## src/rtl/countdown_timer.sv

```systemverilog
// Countdown timer: 8-bit seconds counter decremented once per CLK_HZ cycles.
// Controlled by load/start/stop strobes; all outputs are registered.
module countdown_timer #(
  parameter int CLK_HZ = 50000000
) (
  input  logic       clk,
  input  logic       reset,
  input  logic       load,
  input  logic [7:0] start_value,
  input  logic       start,
  input  logic       stop,
  output logic [7:0] count,
  output logic       running,
  output logic       done,
  output logic       expired
);

  localparam int PW = (CLK_HZ > 1) ? $clog2(CLK_HZ) : 1;
  localparam logic [PW-1:0] TICK_AT = PW'(CLK_HZ - 1);

  typedef enum logic [1:0] {
    S_IDLE,
    S_RUN,
    S_PAUSE,
    S_DONE
  } state_t;

  state_t        r_state;
  state_t        w_state_nxt;
  logic [7:0]    r_count;
  logic [7:0]    w_count_nxt;
  logic [PW-1:0] r_psc;
  logic [PW-1:0] w_psc_nxt;
  logic          r_running;
  logic          r_done;
  logic          r_expired;
  logic          w_tick;
  logic          w_expire;

  always_ff @(posedge clk or posedge reset) begin
    if (reset) begin
      r_state   <= S_IDLE;
      r_count   <= 8'd0;
      r_psc     <= '0;
      r_running <= 1'b0;
      r_done    <= 1'b0;
      r_expired <= 1'b0;
    end else begin
      r_state   <= w_state_nxt;
      r_count   <= w_count_nxt;
      r_psc     <= w_psc_nxt;
      r_running <= (w_state_nxt == S_RUN);
      r_done    <= (w_state_nxt == S_DONE);
      r_expired <= w_expire;
    end
  end

  always_comb begin
    w_state_nxt = r_state;
    w_count_nxt = r_count;
    w_psc_nxt   = r_psc;
    w_tick      = (r_psc == TICK_AT);
    unique case (r_state)
      S_IDLE: begin
        if (load) begin
          w_count_nxt = start_value;
          w_psc_nxt   = '0;
        end else if (start) begin
          if (r_count == 8'd0) begin
            w_state_nxt = S_DONE;
            w_psc_nxt   = '0;
          end else begin
            w_state_nxt = S_RUN;
          end
        end
      end
      S_RUN: begin
        if (load) begin
          w_count_nxt = start_value;
          w_psc_nxt   = '0;
          if (start_value == 8'd0) begin
            w_state_nxt = S_DONE;
          end
        end else if (stop) begin
          w_state_nxt = S_PAUSE;
        end else if (w_tick) begin
          w_psc_nxt = '0;
          // Count of 0 is never decremented, so no wrap is possible.
          if (r_count <= 8'd1) begin
            w_count_nxt = 8'd0;
            w_state_nxt = S_DONE;
          end else begin
            w_count_nxt = r_count - 8'd1;
          end
        end else begin
          w_psc_nxt = r_psc + 1'b1;
        end
      end
      S_PAUSE: begin
        if (load) begin
          w_count_nxt = start_value;
          w_psc_nxt   = '0;
        end else if (start) begin
          if (r_count == 8'd0) begin
            w_state_nxt = S_DONE;
            w_psc_nxt   = '0;
          end else begin
            w_state_nxt = S_RUN;
          end
        end
      end
      S_DONE: begin
        if (load) begin
          w_count_nxt = start_value;
          w_psc_nxt   = '0;
          w_state_nxt = S_IDLE;
        end
      end
      default: begin
        w_state_nxt = S_IDLE;
      end
    endcase
    w_expire = (w_state_nxt == S_DONE) && (r_state != S_DONE);
  end

  assign count   = r_count;
  assign running = r_running;
  assign done    = r_done;
  assign expired = r_expired;

endmodule

```

## config.mk

```make
export PLATFORM = sky130hd
export DESIGN_NAME = countdown_timer
export DESIGN_NICKNAME = d
export VERILOG_FILES = /design/src/rtl/countdown_timer.sv
export SDC_FILE = /design/constraint.sdc
export NUM_CORES = 1
export LEC_CHECK = 0
export ABC_AREA = 1
export CAP_MARGIN = 20
export CORE_MARGIN = 5
export CORE_UTILIZATION = 63
export DETAILED_ROUTE_END_ITERATION = 10
export GPL_TIMING_DRIVEN = 1
export PLACE_DENSITY = 0.86
export SYNTH_ARGS = -nofsm -noshare
export SYNTH_HDL_FRONTEND = slang
export SYNTH_SLANG_ARGS = --single-unit
```

## constraint.sdc

```tcl
create_clock -name clk -period 3.65 [get_ports clk]
set_input_delay 0.73 -clock clk [delete_from_list [all_inputs] [get_ports clk]]
set_output_delay 0.73 -clock clk [all_outputs]
set_load 0.02 [all_outputs]
```

==> metrics.md, run 1 <==
| Metric | Value |
|---|---|
| Wl on met1 | `around 2700 um` |
| Power Density | `roughly 520 mW/mm^2` |
| WL per Instance | `13.14 um` |
| Overall Global Routing Usage | `between 20% and 30%` |
| Final Hold Viols | `0` |
| Die Y-Extent | `75.97 um` |
| Antenna-violating nets left | `0` |
| Avg Inst Size Synth | `~6.7 sq um` |
| Max-cap violations | `0` |
| DR pass1 iterations | `5` |
| Top Metal Used | `met4` |
| GRT overflow | `0` |
| Drt drc | `0` |
| Post-Synthesis Cells | `between 400 and 500` |
| WL met3 | `about 400 um` |
| Initial Util | `between 60% and 70%` |
| Slew margin rel. | `approximately 64%` |
| Most frequent cells in the layout | `nand2_1, nor2_1, inv_1` |
| CP required | `around 3800 ps` |
| Via count | `approximately 2700` |
| Leak Pwr | `around 1.4 nW` |
| TNS Setup | `0 ps` |
| Cell area after layout | `about 0.0031 sq mm` |
| CTS max path bufs | `2` |
| Post-CTS setup buffer count | `0` |
| Hold_buf cts | `0` |
| Crit path from | `load` |
| Worst-Skew Late Latency | `between 200 and 300 ps` |
| Worst slew pin tran | `around 540 ps` |
| Hold Startpoint | `r_psc[1]$_DFFE_PP0P_` |
| Max Clk Rate | `~370 MHz` |
| Register area share after synthesis | `between 30% and 40%` |
| #FFs+latches synth | `39` |
| Critical path class | `in2reg` |
| Post-synth EDFFs | `0` |
| DRT iter0 DRCs | `roughly 160` |
| Largest net degree at the start of global routing | `27` |
| Final Max Tran Viols | `0` |
| Layout Utilization | `71.56%` |
| Critical R2R Launch | `r_state[0]$_DFF_PP0_` |
| Net Count, Synth | `428` |
| Post-cts sizing count | `0` |
| Ys async rst share | `100.0%` |
| Initial antenna violation count | `0` |
| Ports | `24` |
| Status | `finished clean` |
| DR vias/cell | `5.499` |
| Routability cong. | `~0.91` |
| Clk pin slew, worst setup/hold paths | `70 ps` |
| CTS tree | `yes` |
| Hold_ws | `between 500 and 600 ps` |
| Most common cell after layout, fill and taps aside | `nand2_1` |
| Worst-path fanout max | `23` |
| Final setup fails | `0` |
| Type of the tightest min-delay check | `reg2reg` |
| Root buffer cell | `clkbuf_8` |
| Rows | `24` |
| Critical Path Sink Type | `flip-flop` |
| HPWL Detailed | `4942 um` |
| Die width | `between 70 and 80 um` |
| First-pass GRT wire length | `11450 um` |
| RSZ-0062 raised after global routing | `false` |
| CTS sink cnt | `39` |
| Final Critical Period | `around 2700 ps` |
| Startpoint types | `input pin` |
| Port Buffers | `23` |
| WP data arrival | `~2900 ps` |
| Synth warnings | `0` |
| Routed wl met2 | `3113 um` |
| Routed wire length | `6400 um` |
| DIE AREA | `between 0.005 and 0.006 sq mm` |
| H-tree levels | `2` |
| Fin crit share | `73.63%` |
| Worst VDD drop | `between 0.0004 and 0.0005 V` |
| Clk_skew | `9.048 ps` |
| CTS Buf Count | `5` |
| P&R area growth vs syn | `12.10%` |
| Share of cells above drive strength 1 | `~7.8%` |
| Placed instance area | `between 0.002 and 0.003 sq mm` |
| Syn Std Cell Area | `between 0.002 and 0.003 sq mm` |
| Synth Flop Type | `dfrtp_1` |
| Vias in the first global route | `roughly 2700` |
| Core box area | `0.004294 sq mm` |
| Antenna diodes | `0` |
| Synth cell types | `31` |
| Final Net Count | `approximately 450` |
==> path summary, 6_finish.rpt <==
check	endpoint	slack [ps]	cells after the start
worst max-delay path	r_psc[15]$_DFFE_PP0P_	960	10
worst min-delay path	r_psc[1]$_DFFE_PP0P_	590	2
max in group asynchronous	r_psc[17]$_DFFE_PP0P_	2150	3
worst min register to register	r_psc[1]$_DFFE_PP0P_	590	2
min in group asynchronous	r_psc[4]$_DFFE_PP0P_	770	2
worst max register to register	r_psc[15]$_DFFE_PP0P_	1550	10
==> registers in the layout, summed over array words and instances (netlist names) <==
register,flops
r_psc,26
count,8
r_state,2
done,1
expired,1
running,1
==> logic make-up (layout without fill, tap and decap cells) <==
| logic type | Yosys count | after routing | share of synthesized area [%] |
|---|---|---|---|
| AND/OR/NAND/NOR | 265 | 265 | 43.31 |
| buffers and inverters | 55 | 79 | 8.808 |
| adder cells (fa/ha/maj) | 4 | 4 | 1.826 |
| XOR/XNOR | 8 | 8 | 2.556 |
| flip-flops | 39 | 39 | 35.60 |
| AO/OA/AOI/OAI | 40 | 40 | 7.896 |
==> final cells by class <==
| cell class | count | area, sq um |
|---|---|---|
| inverter | 48 | 182.7 |
| sequential | 39 | 975.9 |
| fill | 359 | 1221 |
| clock buffer | 6 | 82.58 |
| tap | 52 | 65.06 |
| timing repair buffer | 24 | 237.7 |
| clock inverter | 1 | 5.005 |
| multi-input combinational | 317 | 1524 |
==> synthesized netlist by cell type, types with 2 or more instances <==
library cell / instances / share of area, %
nand4_1: 7 / 1.6
ha_1: 4 / 1.8
nand3_4: 2 / 1.3
o21ai_1: 5 / 0.91
inv_2: 4 / 0.55
nand2_4: 2 / 0.82
buf_2: 2 / 0.37
nor3_1: 6 / 1.1
buf_4: 2 / 0.55
nand3_2: 3 / 1.1
nor2_1: 76 / 10
o21bai_1: 2 / 0.55
o21a_1: 2 / 0.55
inv_1: 43 / 5.9
nand2_2: 4 / 0.91
nand3_1: 32 / 5.8
dfrtp_1: 39 / 36
o21ai_0: 14 / 2.6
xor2_1: 7 / 2.2
nand2_1: 121 / 17
a31oi_1: 2 / 0.46
nor2_4: 5 / 2.1
buf_6: 3 / 1.2
a21oi_1: 14 / 2.6
nor2_2: 4 / 0.91
==> critical path, cell delays in order <==
cell	delay, ps
clkdlybuf4s50_1	610
inv_2	190
nand2_4	170
nor2_4	50
nor2_4	100
nand3_4	260
inv_4	300
nand2_2	190
inv_2	180
nor2_1	70
==> power by group <==
part           switching, W  total [W]  internal [W]
Sequential        0.0000814   0.000590      0.000509
Combinational      0.000474   0.000726      0.000252
Clock              0.000146   0.000294      0.000148
Total              0.000701    0.00161      0.000909
==> per-stage QoR <==
step / setup WS (ps) / instances / power [W]
4_1_cts: 992.3 / 487 / 0.001609
6_report: 962.5 / 487 / 0.001610
2_1_floorplan: 1945 / 411 / 0.001120
3_3_place_gp: 771.2 / 480 / 0.001293
3_5_place_dp: 691.4 / 480 / 0.001316
5_1_grt: 830.2 / 487 / 0.001726
==> metal layers <==
layer	up-vias	GRT usage [%]
met1	1231	29.92
met2	86	40.07
met4	0	9.075
li1	1341	-
met5	-	0
met3	20	4.147
No activity file was read; power rests on OpenSTA's default activity.
==> run 2, diff against run 1 <==
--- a/config.mk
+++ b/config.mk
@@ -8,10 +8,10 @@
 export ABC_AREA = 1
 export CAP_MARGIN = 20
 export CORE_MARGIN = 5
-export CORE_UTILIZATION = 63
+export CORE_UTILIZATION = 52
 export DETAILED_ROUTE_END_ITERATION = 10
 export GPL_TIMING_DRIVEN = 1
-export PLACE_DENSITY = 0.86
+export PLACE_DENSITY = 0.76
 export SYNTH_ARGS = -nofsm -noshare
 export SYNTH_HDL_FRONTEND = slang
 export SYNTH_SLANG_ARGS = --single-unit
==> constraint.sdc (replaced) <==
create_clock -name clk -period 2.3 [get_ports clk]
set_input_delay 0.46 -clock clk [delete_from_list [all_inputs] [get_ports clk]]
set_output_delay 0.46 -clock clk [all_outputs]
set_load 0.02 [all_outputs]
==> run 2 against run 1 <==
Via count rose by 1.3%. Critical endpoint is now r_psc[3]$_DFFE_PP0P_. Register-to-register slack got worse by 1300 ps. Cell count rose by 5.3%. Global-route usage fell by 1.2 points. Setup slack got worse by 700 ps. Die area rose by 18%.
==> metrics.md, run 2 (synthesized netlist as in run 1, its figures left out) <==
| Metric | Value |
|---|---|
| Status | `finished clean` |
| Largest register FFs | `26 (unchanged)` |
| Crit path from | `r_psc[0]$_DFFE_PP0P_` |
| P&R area growth vs syn | `15.93%` |
| Worst-Skew Late Latency | `300 ps (about the same)` |
| Final Critical Period | `2042 ps` |
| Root buffer cell | `clkbuf_8` |
| DR pass1 iterations | `5 (unchanged)` |
| CTS tree | `yes` |
| Final Max Tran Viols | `0 (unchanged)` |
| Clk pin slew, worst setup/hold paths | `90 ps (+20 ps)` |
| Routed wire length | `6937 um (+8.4%)` |
| Vias in the first global route | `2589 (-2.7%)` |
| CP required | `2480 ps (-1350 ps)` |
| Core box area | `0.005107 sq mm (+19%)` |
| Most common cell after layout, fill and taps aside | `nand2_1` |
| Worst R2R Path Depth | `8 (-2)` |
| Antenna-violating nets left | `0 (unchanged)` |
| Clk_skew | `10.17 ps (+1.124 ps)` |
| TNS Setup | `0 ps (unchanged)` |
| Max Clk Rate | `roughly 490 MHz` |
| Critical R2R Launch | `r_psc[0]$_DFFE_PP0P_` |
| Initial Util | `53.67% (-10 points)` |
| CTS max path bufs | `2 (unchanged)` |
| Ports | `24 (unchanged)` |
| Largest Register | `r_psc` |
| Power Density | `872.0 mW/mm^2 (+66%)` |
| Post-cts sizing count | `0 (unchanged)` |
| R2R Setup Slk | `260 ps (-1290 ps)` |
| WL per Instance | `13.52 um (+2.9%)` |
| Hold_buf cts | `0 (unchanged)` |
| Die width | `82.61 um (+8.7%)` |
| Startpoint types | `flip-flop` |
| Critical path class | `reg2reg` |
| Die Y-Extent | `82.61 um (+8.7%)` |
| Worst-path fanout max | `9 (-61%)` |
| Fin crit share | `about nine tenths` |
| CTS Buf Count | `5 (unchanged)` |
| Routability cong. | `0.9281 (+2.5%)` |
| Register area | `975.9 sq um (unchanged)` |
| DR vias/cell | `5.287 (-3.9%)` |
| Initial antenna violation count | `0 (unchanged)` |
| WP data arrival | `2220 ps (-640 ps)` |
| Post-CTS setup buffer count | `0 (unchanged)` |
| FILL cells | `491 (+37%)` |
| Slew margin rel. | `66.79% (+3.0 points)` |
| Antenna diodes | `0 (unchanged)` |
| RSZ-0062 raised after global routing | `false` |
| Overall Global Routing Usage | `22.53% (-1.2 points)` |
| Most frequent cells in the layout | `nand2_1, nor2_1, inv_1` |
| Footprint of the multi-input gates | `0.001524 sq mm (unchanged)` |
| Worst Setup EP | `r_psc[3]$_DFFE_PP0P_` |
| Drt drc | `0 (unchanged)` |
| Reg2Reg Capture Point | `r_psc[3]$_DFFE_PP0P_` |
| Share of cells above drive strength 1 | `9.481% (+1.7 points)` |
| Leak Pwr | `1.419 nW (+3.5%)` |
| Largest net degree at the start of global routing | `40 (+48%)` |
| Final Hold Viols | `0 (unchanged)` |
| Worst slew pin tran | `498.2 ps (-44.26 ps)` |
| Max-cap violations | `0 (unchanged)` |
| HPWL Detailed | `5167 um (+4.6%)` |
| Worst VDD drop | `0.0006968 V (+67%)` |
| Port Buffers | `23 (unchanged)` |
| DIE AREA | `0.006824 sq mm (+18%)` |
| Final Net Count | `459 (+1.5%)` |
| GRT overflow | `0 (unchanged)` |
| Critical Path Sink Type | `flip-flop` |
| Final setup fails | `0 (unchanged)` |
| H-tree levels | `2 (unchanged)` |
| Rows | `26 (+8.3%)` |
| CTS sink cnt | `39 (unchanged)` |
| Via count | `2712 (+1.3%)` |
| Type of the tightest min-delay check | `in2async` |
| DRT iter0 DRCs | `155 (-5.5%)` |
| First-pass GRT wire length | `11790 um (+3.0%)` |
| Layout Utilization | `62.22% (-9.3 points)` |
run 2: final cells by class:
class	count	area share, %
multi-input cells	317	47.95
well taps	70	2.756
clock inverters	2	1.102
repair buffers	31	9.134
clock buffers	6	2.598
inverters	48	5.748
flip-flops and latches	39	30.71
run 2: power breakdown:
group          switching (W)  leakage [nW]  total (W)  internal (W)
Sequential          0.000132         0.516   0.000939      0.000806
Combinational       0.000777         0.842    0.00122      0.000446
Clock               0.000258        0.0612   0.000610      0.000351
run 2: critical path, stage by stage (launching register included):
cell and delay [ps]:
dfrtp_1 440, ha_1 270, nand3_1 150, nor3_1 290, nand3_2 210, nand3_4 140, nand2_2 140, inv_2 200
nor2_1 80
run 2: worst min-delay path by stage:
| stage | from | end | slack, ps | cells past startpoint |
|---|---|---|---|---|
| 2_1_floorplan | r_psc[24]$_DFFE_PP0P_ | r_psc[24]$_DFFE_PP0P_ | 500 | 2 |
| 4_1_cts | r_psc[6]$_DFFE_PP0P_ | r_psc[6]$_DFFE_PP0P_ | 580 | 2 |
| 6_report | reset | count[4]$_DFFE_PP0P_ | 570 | 3 |
| 5_1_grt | r_psc[1]$_DFFE_PP0P_ | r_psc[1]$_DFFE_PP0P_ | 600 | 2 |
| 3_3_place_gp | r_psc[22]$_DFFE_PP0P_ | r_psc[22]$_DFFE_PP0P_ | 540 | 2 |
| 3_5_place_dp | r_psc[24]$_DFFE_PP0P_ | r_psc[24]$_DFFE_PP0P_ | 570 | 2 |
run 2: through the flow:
step | cells | hold WS (ps) | power [W] | setup WS (ps) | instance area, sq um
2_1_floorplan | 411 | 496.8 | 0.001778 | 595.2 | 2741
3_3_place_gp | 505 | 540.2 | 0.002138 | 188.5 | 3060
3_5_place_dp | 505 | 565.2 | 0.002160 | 126.9 | 3060
4_1_cts | 513 | 581.6 | 0.002776 | 321.5 | 3178
5_1_grt | 513 | 599.7 | 0.002953 | 164.8 | 3178
6_report | 513 | 569.7 | 0.002771 | 258.5 | 3178
run 2: per-layer routing:
| layer | vias to the layer above | GRT usage [%] | share of wire [%] |
|---|---|---|---|
| met5 | - | 0 | 0 |
| met3 | 18 | 5.098 | 5.7 |
| met2 | 89 | 37.74 | 47 |
| met4 | 0 | 7.190 | 1.9 |
| met1 | 1251 | 28.77 | 45 |
| li1 | 1354 | - | - |
==> run 3, diff against run 2 <==
--- a/config.mk
+++ b/config.mk
@@ -9,6 +9,7 @@
 export CAP_MARGIN = 20
 export CORE_MARGIN = 5
 export CORE_UTILIZATION = 52
+export CTS_BUF_LIST = sky130_fd_sc_hd__clkbuf_16
 export DETAILED_ROUTE_END_ITERATION = 10
 export GPL_TIMING_DRIVEN = 1
 export PLACE_DENSITY = 0.76
==> run 3 against run 2 <==
Utilization up 0.91 points. Routed wire length up 2.2%. Non-clock buffer count unchanged. Global-route usage up 0.48 points. Critical path type unchanged. Highest routed layer unchanged. First-iteration DRC count up 11%. Sequential cell count unchanged. Sequential power about the same. Hold slack better by 7.1 ps. Count of clock-buffer cells in the layout down 1. Die area unchanged. Clock skew down 4.3 ps.
==> metrics.md, run 3 (synthesized netlist as in run 1, its figures left out) <==
| Metric | Value |
|---|---|
| Port Buffers | `23 (unchanged)` |
| CTS sink cnt | `39 (unchanged)` |
| Hold Startpoint | `r_psc[1]$_DFFE_PP0P_` |
| Worst-Skew Late Latency | `290 ps (about the same)` |
| Rows | `26 (unchanged)` |
| Die Y-Extent | `82.61 um (unchanged)` |
| RSZ-0062 raised after global routing | `false` |
| Crit path from | `r_psc[0]$_DFFE_PP0P_` |
| Drt drc | `0 (unchanged)` |
| Critical R2R Launch | `r_psc[0]$_DFFE_PP0P_` |
| Max Clk Rate | `502.6 MHz (+2.6%)` |
| Share of cells above drive strength 1 | `9.255% (-0.23 points)` |
| Final Critical Period | `1989 ps (-52.03 ps)` |
| Core box area | `0.005107 sq mm (unchanged)` |
| Worst slew pin tran | `502.6 ps (+4.394 ps)` |
| Fin crit share | `86.50% (-2.3 points)` |
| Most common cell after layout, fill and taps aside | `nand2_1` |
| CTS max path bufs | `2 (unchanged)` |
| TNS Setup | `0 ps (unchanged)` |
| Max-cap violations | `0 (unchanged)` |
| Antenna diodes | `0 (unchanged)` |
| WL per Instance | `13.82 um (+2.2%)` |
| Clk_skew | `5.861 ps (-4.310 ps)` |
| Final setup fails | `0 (unchanged)` |
| Critical Path Sink Type | `flip-flop` |
| Final Net Count | `459 (unchanged)` |
| WL met3 | `464 um (+17%)` |
| Wl on met1 | `3064 um (-1.9%)` |
| Initial antenna violation count | `0 (unchanged)` |
| Critical path class | `reg2reg` |
| Placed instance area | `0.003060 sq mm (unchanged)` |
| First-pass GRT wire length | `12010 um (+1.8%)` |
| Initial Util | `53.67% (unchanged)` |
| Die width | `82.61 um (unchanged)` |
| Post-cts sizing count | `0 (unchanged)` |
| Root buffer cell | `clkbuf_16` |
| Largest net degree at the start of global routing | `40 (unchanged)` |
| Power Density | `914.6 mW/mm^2 (+4.9%)` |
| DRT iter0 DRCs | `172 (+11%)` |
| Routability cong. | `0.9281 (unchanged)` |
| Cell area after layout | `0.003224 sq mm (+1.5%)` |
| Vias in the first global route | `2643 (+2.1%)` |
| Most frequent cells in the layout | `nand2_1, nor2_1, inv_1` |
| Clk pin slew, worst setup/hold paths | `60 ps (-30 ps)` |
| H-tree levels | `2 (unchanged)` |
| Status | `finished clean` |
| P&R area growth vs syn | `17.62%` |
| Worst VDD drop | `0.0007070 V (+1.5%)` |
| Final Power | `0.002949 W (+6.4%)` |
| DIE AREA | `0.006824 sq mm (unchanged)` |
| Via count | `2737 (+0.92%)` |
| HPWL Detailed | `5167 um (unchanged)` |
| Top Metal Used | `met4` |
| GRT overflow | `0 (unchanged)` |
| Slew margin rel. | `66.49% (-0.29 points)` |
| Antenna-violating nets left | `0 (unchanged)` |
| Overall Global Routing Usage | `23.01% (+0.48 points)` |
| Startpoint types | `flip-flop` |
| DR pass1 iterations | `5 (unchanged)` |
| WP data arrival | `2150 ps (-70 ps)` |
| Largest Register | `r_psc` |
| Final Max Tran Viols | `0 (unchanged)` |
| Inst Count DP | `505 (unchanged)` |
| R2R Setup Slk | `310 ps (+50 ps)` |
| CTS tree | `yes` |
| Largest register FFs | `26 (unchanged)` |
| Type of the tightest min-delay check | `reg2reg` |
| DR vias/cell | `5.335 (+0.92%)` |
| CP required | `2460 ps (-20 ps)` |
| Leak Pwr | `1.439 nW (+1.4%)` |
| Fin cells | `513 (unchanged)` |
| Final Hold Viols | `0 (unchanged)` |
| Ports | `24 (unchanged)` |
| Post-CTS setup buffer count | `0 (unchanged)` |
| Routed wire length | `7091 um (+2.2%)` |
| Hold_buf cts | `0 (unchanged)` |
| CTS Buf Count | `5 (unchanged)` |
| Routed wl met2 | `3407 um (+3.7%)` |
| Worst-path fanout max | `9 (unchanged)` |
[run 3: cell types whose count changed in the layout (fill, tap and decap cells not counted), sizes merged]
cell,delta
clkinv,+1
clkbuf,-1
[run 3: worst paths after layout]
check	endpoint	depth (start not counted)
setup / recovery	r_psc[3]$_DFFE_PP0P_	8
hold / removal	r_psc[1]$_DFFE_PP0P_	2
setup reg to reg	r_psc[3]$_DFFE_PP0P_	8
hold reg to reg	r_psc[1]$_DFFE_PP0P_	2
max in group asynchronous	r_psc[16]$_DFFE_PP0P_	3
min in group asynchronous	count[4]$_DFFE_PP0P_	3
[run 3: through the flow]
stage,hold slack (ps),util [%],worst slack (ps)
6_report,576.9,63.13,310.5
5_1_grt,594.0,63.13,177.7
4_1_cts,578.4,63.13,338.2
3_5_place_dp,565.2,59.92,126.9
3_3_place_gp,540.2,59.92,188.5
2_1_floorplan,496.8,-,595.2
[run 3: routing by layer]
| metal | track usage (%) | vias up |
|---|---|---|
| li1 | - | 1357 |
| met4 | 8.497 | 0 |
| met1 | 28.83 | 1239 |
| met3 | 4.338 | 18 |
| met2 | 39.26 | 123 |
| met5 | 0 | - |
[run 3: layout make-up]
| cell class | count | area [sq um] |
|---|---|---|
| Clock buffer | 5 | 125.1 |
| Clock inverter | 3 | 38.79 |
| Fill cell | 481 | 1883 |
| Inverter | 48 | 182.7 |
| Multi-Input combinational cell | 317 | 1524 |
| Sequential cell | 39 | 975.9 |
| Tap cell | 70 | 87.58 |
| Timing Repair Buffer | 31 | 290.3 |
[run 3: report_power, final]
part           total, W  internal (W)  leakage (nW)  switching, W
combinational   0.00122      0.000446         0.842      0.000778
sequential     0.000940      0.000808         0.516      0.000132
clock          0.000785      0.000506        0.0812      0.000279
total           0.00295       0.00176          1.44       0.00119
[run 3: worst max-delay path, stage by stage, from the launching register on]
cell     delay, ps
dfrtp_1        430
ha_1           270
nand3_1        150
nor3_1         260
nand3_2        210
nand3_4        140
nand2_2        130
inv_2          200
nor2_1          80
